--- config.mk ---
export PLATFORM = sky130hd
export DESIGN_NAME = mem_arbiter
export DESIGN_NICKNAME = d
export VERILOG_FILES = /design/src/rtl/mem_arbiter.sv
export SDC_FILE = /design/constraint.sdc
export NUM_CORES = 1
export LEC_CHECK = 0
export BUFFER_PORTS_ARGS = -buffer_cell sky130_fd_sc_hd__buf_2
export CORE_AREA = 2 2 92 94
export CTS_CLUSTER_SIZE = 8
export DETAILED_ROUTE_END_ITERATION = 8
export DIE_AREA = 0 0 94 96
export HOLD_SLACK_MARGIN = 0.08
export PLACE_DENSITY = 0.61
export SYNTH_ARGS = -nofsm -noshare
export SYNTH_HDL_FRONTEND = slang
export SYNTH_SLANG_ARGS = --single-unit
--- constraint.sdc ---
create_clock -name clk -period 3.6 [get_ports clk]
set_input_delay 0.72 -clock clk [delete_from_list [all_inputs] [get_ports clk]]
set_output_delay 0.72 -clock clk [all_outputs]
set_load 0.02 [all_outputs]
--- src/rtl/mem_arbiter.sv ---
// Two-port arbiter in front of a single-port synchronous RAM, with a port-1 lock mode.
// Tie policy: fixed priority to port 0 by default; round-robin when MEM_ARB_RR_EN is defined.
module mem_arbiter #(
  parameter int AddrWidth = 10,
  parameter int DataWidth = 32
) (
  input  logic                 clk,
  input  logic                 rst_n,
  input  logic                 p0_req,
  input  logic                 p0_we,
  input  logic [AddrWidth-1:0] p0_addr,
  input  logic [DataWidth-1:0] p0_wdata,
  output logic                 p0_gnt,
  output logic                 p0_stall,
  output logic                 p0_rvalid,
  output logic [DataWidth-1:0] p0_rdata,
  input  logic                 p1_req,
  input  logic                 p1_we,
  input  logic                 p1_lock,
  input  logic [AddrWidth-1:0] p1_addr,
  input  logic [DataWidth-1:0] p1_wdata,
  output logic                 p1_gnt,
  output logic                 p1_rvalid,
  output logic [DataWidth-1:0] p1_rdata,
  output logic                 ram_we,
  output logic [AddrWidth-1:0] ram_addr,
  output logic [DataWidth-1:0] ram_w_data,
  input  logic [DataWidth-1:0] ram_r_data
);

  typedef enum logic {ARB, LOCK1} state_e;

  state_e state_q, state_d;
  logic   p0_rvalid_q, p0_rvalid_d;
  logic   p1_rvalid_q, p1_rvalid_d;
  logic   tie_to_p0;

`ifdef MEM_ARB_RR_EN
  // High when port 1 held the most recent grant; reset makes port 0 the first tie winner.
  logic last_p1_q, last_p1_d;

  always_ff @(posedge clk or negedge rst_n) begin
    if (!rst_n) begin
      last_p1_q <= 1'b1;
    end else begin
      last_p1_q <= last_p1_d;
    end
  end

  always_comb begin
    last_p1_d = last_p1_q;
    if (p1_gnt) begin
      last_p1_d = 1'b1;
    end else if (p0_gnt) begin
      last_p1_d = 1'b0;
    end
    tie_to_p0 = last_p1_q;
  end
`else
  assign tie_to_p0 = 1'b1;
`endif

  always_ff @(posedge clk or negedge rst_n) begin
    if (!rst_n) begin
      state_q     <= ARB;
      p0_rvalid_q <= 1'b0;
      p1_rvalid_q <= 1'b0;
    end else begin
      state_q     <= state_d;
      p0_rvalid_q <= p0_rvalid_d;
      p1_rvalid_q <= p1_rvalid_d;
    end
  end

  // Grants are gated by rst_n so nothing reaches the RAM while reset is held.
  always_comb begin
    p0_gnt  = 1'b0;
    p1_gnt  = 1'b0;
    state_d = state_q;
    if (rst_n) begin
      if (state_q == LOCK1 && p1_lock) begin
        p1_gnt = p1_req;
      end else begin
        if (p0_req && p1_req) begin
          p0_gnt = tie_to_p0;
          p1_gnt = !tie_to_p0;
        end else begin
          p0_gnt = p0_req;
          p1_gnt = p1_req;
        end
        state_d = (p1_gnt && p1_lock) ? LOCK1 : ARB;
      end
    end
  end

  always_comb begin
    ram_we     = 1'b0;
    ram_addr   = '0;
    ram_w_data = '0;
    if (p0_gnt) begin
      ram_we     = p0_we;
      ram_addr   = p0_addr;
      ram_w_data = p0_wdata;
    end else if (p1_gnt) begin
      ram_we     = p1_we;
      ram_addr   = p1_addr;
      ram_w_data = p1_wdata;
    end
    p0_rvalid_d = p0_gnt && !p0_we;
    p1_rvalid_d = p1_gnt && !p1_we;
  end

  assign p0_stall  = p0_req && !p0_gnt;
  assign p0_rvalid = p0_rvalid_q;
  assign p1_rvalid = p1_rvalid_q;
  assign p0_rdata  = ram_r_data;
  assign p1_rdata  = ram_r_data;

endmodule

; Word level (Yosys, flattened, before mapping)
; Cells that the tools add are included.
[totals]
ff_bits = 3
inputBits = 123
out_inout_bits = 112
[classes]
muxes = 15
bitwise_logic = 1
n_reduce_logical = 10
[op_table]
columns = operator, count
row1 = $mux W32, 2
row2 = $mux W10, 2
row3 = $mux W1, 11
row4 = $logic_and A1 B1 Y1, 6
row5 = $logic_not A1 Y1, 3
row6 = $reduce_and A2 Y1, 1
row7 = $not A1 Y1, 1

; Logic depth before layout (Yosys ltp)
[depth]
depth_word = 8
mapped_depth = 4
depth_no_buf = 2

; Worst setup path after synthesis
; No wires, ideal clock.
[synth_path]
path_kind = input -> output
startpoint = input p1_req
endpoint = output ram_addr[1]
arrival_ps = 1602
setup_slack_ps = 1278
stages = 4
path_buffers = 2
cell_sequence = buf_2 -> clkbuf_1 -> nand3_1 -> o32ai_1
[synth_via]
elab_chain_cells = 8
word_cells_on_any_way = 11
cone_classes = mux (10) / reduce/logical (1)
[synth_lines]
columns = element, line
row1 = start: declaration, 17  ; input logic p1_req,
row2 = $logic_and A1 B1 Y1, 84  ; if (p0_req && p1_req) begin
row3 = $mux W1, 84
row4 = $mux W1, 81  ; if (state_q == LOCK1 && p1_lock) begin
row5 = $mux W1, 80  ; if (rst_n) begin
row6 = $mux W1, 81
row7 = $mux W1, 80
row8 = $mux W10, 104  ; end else if (p1_gnt) begin
row9 = $mux W10 (*), 100  ; if (p0_gnt) begin
row10 = end: declaration, 26  ; output logic [AddrWidth-1:0] ram_addr,
; Every way passes the cells marked *; elsewhere a longest branch is shown, timed or not. The select of a mux whose other input is x is not followed.

; Final worst setup path
[layout_path]
startpoint = input p0_req
endpoint = output ram_w_data[25]
[layout_via]
elab_chain_cells = 8
word_cells_on_any_way = 11
cone_classes = mux (10) / reduce/logical (1)
[layout_lines]
columns = element, line
row1 = start: declaration, 9  ; input logic p0_req,
row2 = $logic_and A1 B1 Y1, 84
row3 = $mux W1, 84
row4 = $mux W1, 81
row5 = $mux W1, 80
row6 = $mux W1, 81
row7 = $mux W1, 80
row8 = $mux W32, 104
row9 = $mux W32 (*), 100
row10 = end: declaration, 27  ; output logic [DataWidth-1:0] ram_w_data,
; Marked as above.

==> metrics <==
Total Routing Usage GR=11.0%; max cap viols=0; syn_nets=354; Port Buffers=138; via/cell ratio=4.59; Worst Path Required=between 2 and 3 ns; Layout area overhead=13.9%; post_cts resized=0; Synth top area share=33.5%; setup slack after layout=between 0.9 and 1 ns; clock buffer depth=2; most frequent cells in the layout=buf_2, inv_1, nand3_1; Crit. End Element=output port; fmax=371 MHz; Ant. Diodes=0; Fin Clk Skew=0.000976 ns; placer congestion estimate=roughly 0.64; largest net degree at the start of global routing=47; CTS root buf=clkbuf_8; Vias=1817; Placement Rows=33; Setup CP Type=input port to output port; Worst-Skew Late Latency=0.22 ns; min-delay worst type=input port to asynchronous set/reset pin; TritonCTS Buffers=3; DIE HEIGHT=96 um; Final Slew Violations=0; Pleak=1.13 nW; Tmin final=2.69 ns; wire per inst=14.4 um; initial antenna violation count=0; Sink Count=3; Total Nets Final=415; Max rail drop VDD=around 0.12 mV; first-pass GRT wire length=8090 um; Core Region=8050 um2; clock slew at reported path FFs=0.03 ns; Initial Utilization=22.9%; library cells used by synthesis=17; final period utilization=roughly three quarters; total power draw=0.413 mW; Rel. slew slack=44.8%; outcome=completed; hold_buf cts=0; post-CTS setup buffers=0; synth warn=0; sequential element share of the synthesized area=under 10%; drt pass-1 iters=6; CP max FO=46; H-tree levels=1; Final Hold Viols=0; final WL=5700 um; layout cell share with drive strength beyond 1=between 60% and 70%; Data arrival, critical path=1.97 ns; Hold Slack=approximately 0.37 ns; average size of a mapped cell=around 8 um2; DRC=0; area leader, netlist=o32ai_2; HPWL Detailed=4310 um; DRT antenna net count=0; final setup violation count=0; GR Overflow Total=0; Mapped Area=1850 um2; commonest non-fill, non-tap cell in the layout=buf_2; setup_tns=0 ns; Post-Syn Instances=231; Die W=94 um; Ports=between 200 and 250; startpoint types=input port; DIE AREA=about 9000 um2; Power Density=197 nW/um2; CTS tree=built; unrepaired setup endpoints after global routing=false; number of synthesized register bits=3; vias in the first global route=between 1500 and 2000; worst-margin pin slew=0.828 ns; Final Util=around a quarter; DR iter-0 viols=58; pre-CTS setup slack=0.907 ns; top cells by area, synth=o32ai_2, buf_4, nand3_1
==> per-stage QoR <==
| stage | cell area, um2 | std cells |
|---|---|---|
| floorplan | 1850 | 231 |
| global placement | 2060 | 392 |
| detailed placement | 2060 | 392 |
| CTS | 2100 | 396 |
| global route | 2100 | 396 |
| finish | 2100 | 396 |
==> final timing paths <==
path / from / end / slack (ns) / cells after the start
setup / recovery: p0_req / ram_w_data[25] / 0.91 / 5
hold / removal: rst_n / p1_rvalid / 0.37 / 1
setup reg to reg: state_q / p1_rvalid / 2.20 / 3
hold reg to reg: state_q / state_q / 0.62 / 1
max in group asynchronous: rst_n / p0_rvalid / 3.02 / 1
min in group clk: state_q / state_q / 0.62 / 1
==> where the power goes <==
part | switching [mW] | internal (mW)
clock | 0.0237 | 0.0757
sequential | 0.00183 | 0.0360
combinational | 0.164 | 0.112
==> cells in the mapped netlist <==
| master | instances |
|---|---|
| and3b_1 | 1 |
| nand2_1 | 2 |
| a21boi_0 | 1 |
| and2_4 | 1 |
| a2bb2oi_1 | 1 |
| o32ai_1 | 5 |
| buf_4 | 64 |
| buf_6 | 10 |
| nor3_1 | 2 |
| buf_2 | 7 |
| dfrtp_1 | 3 |
| a21boi_4 | 1 |
| inv_1 | 44 |
| clkbuf_1 | 6 |
| o32ai_2 | 38 |
| nand3_1 | 43 |
| nor2_1 | 2 |
==> layout make-up <==
| cell class | instances | area, um2 |
|---|---|---|
| repair buffers | 143 | 728 |
| flip-flops and latches | 3 | 75.1 |
| clock buffers | 4 | 45.0 |
| multi-input cells | 97 | 957 |
| well taps | 105 | 131 |
| inverters | 44 | 165 |
| fillers | 900 | 5950 |
==> critical path: stages <==
cell	delay [ns]
buf_2	0.11
a21boi_4	0.16
buf_4	0.58
o32ai_2	0.19
buf_2	0.21
==> per-layer routing <==
layer / part of all wire [%] / track usage [%]
met4: 4.3 / 5.43
met1: 38 / 11.9
met5: 0 / 0
met3: 8.1 / 2.27
met2: 50 / 20.5
==> logic make-up after synthesis <==
| family | synth area share [%] |
|---|---|
| and+or+nand+nor | 14.0 |
| AOI/OAI and AO/OA | 37.8 |
| buffers and inverters | 44.2 |
| DFF | 4.07 |
==> sequential cells by signal, indices dropped and copies added (netlist names) <==
register and cells:
state_q 1, p0_rvalid 1, p1_rvalid 1
(Power assumes the default switching activity.)
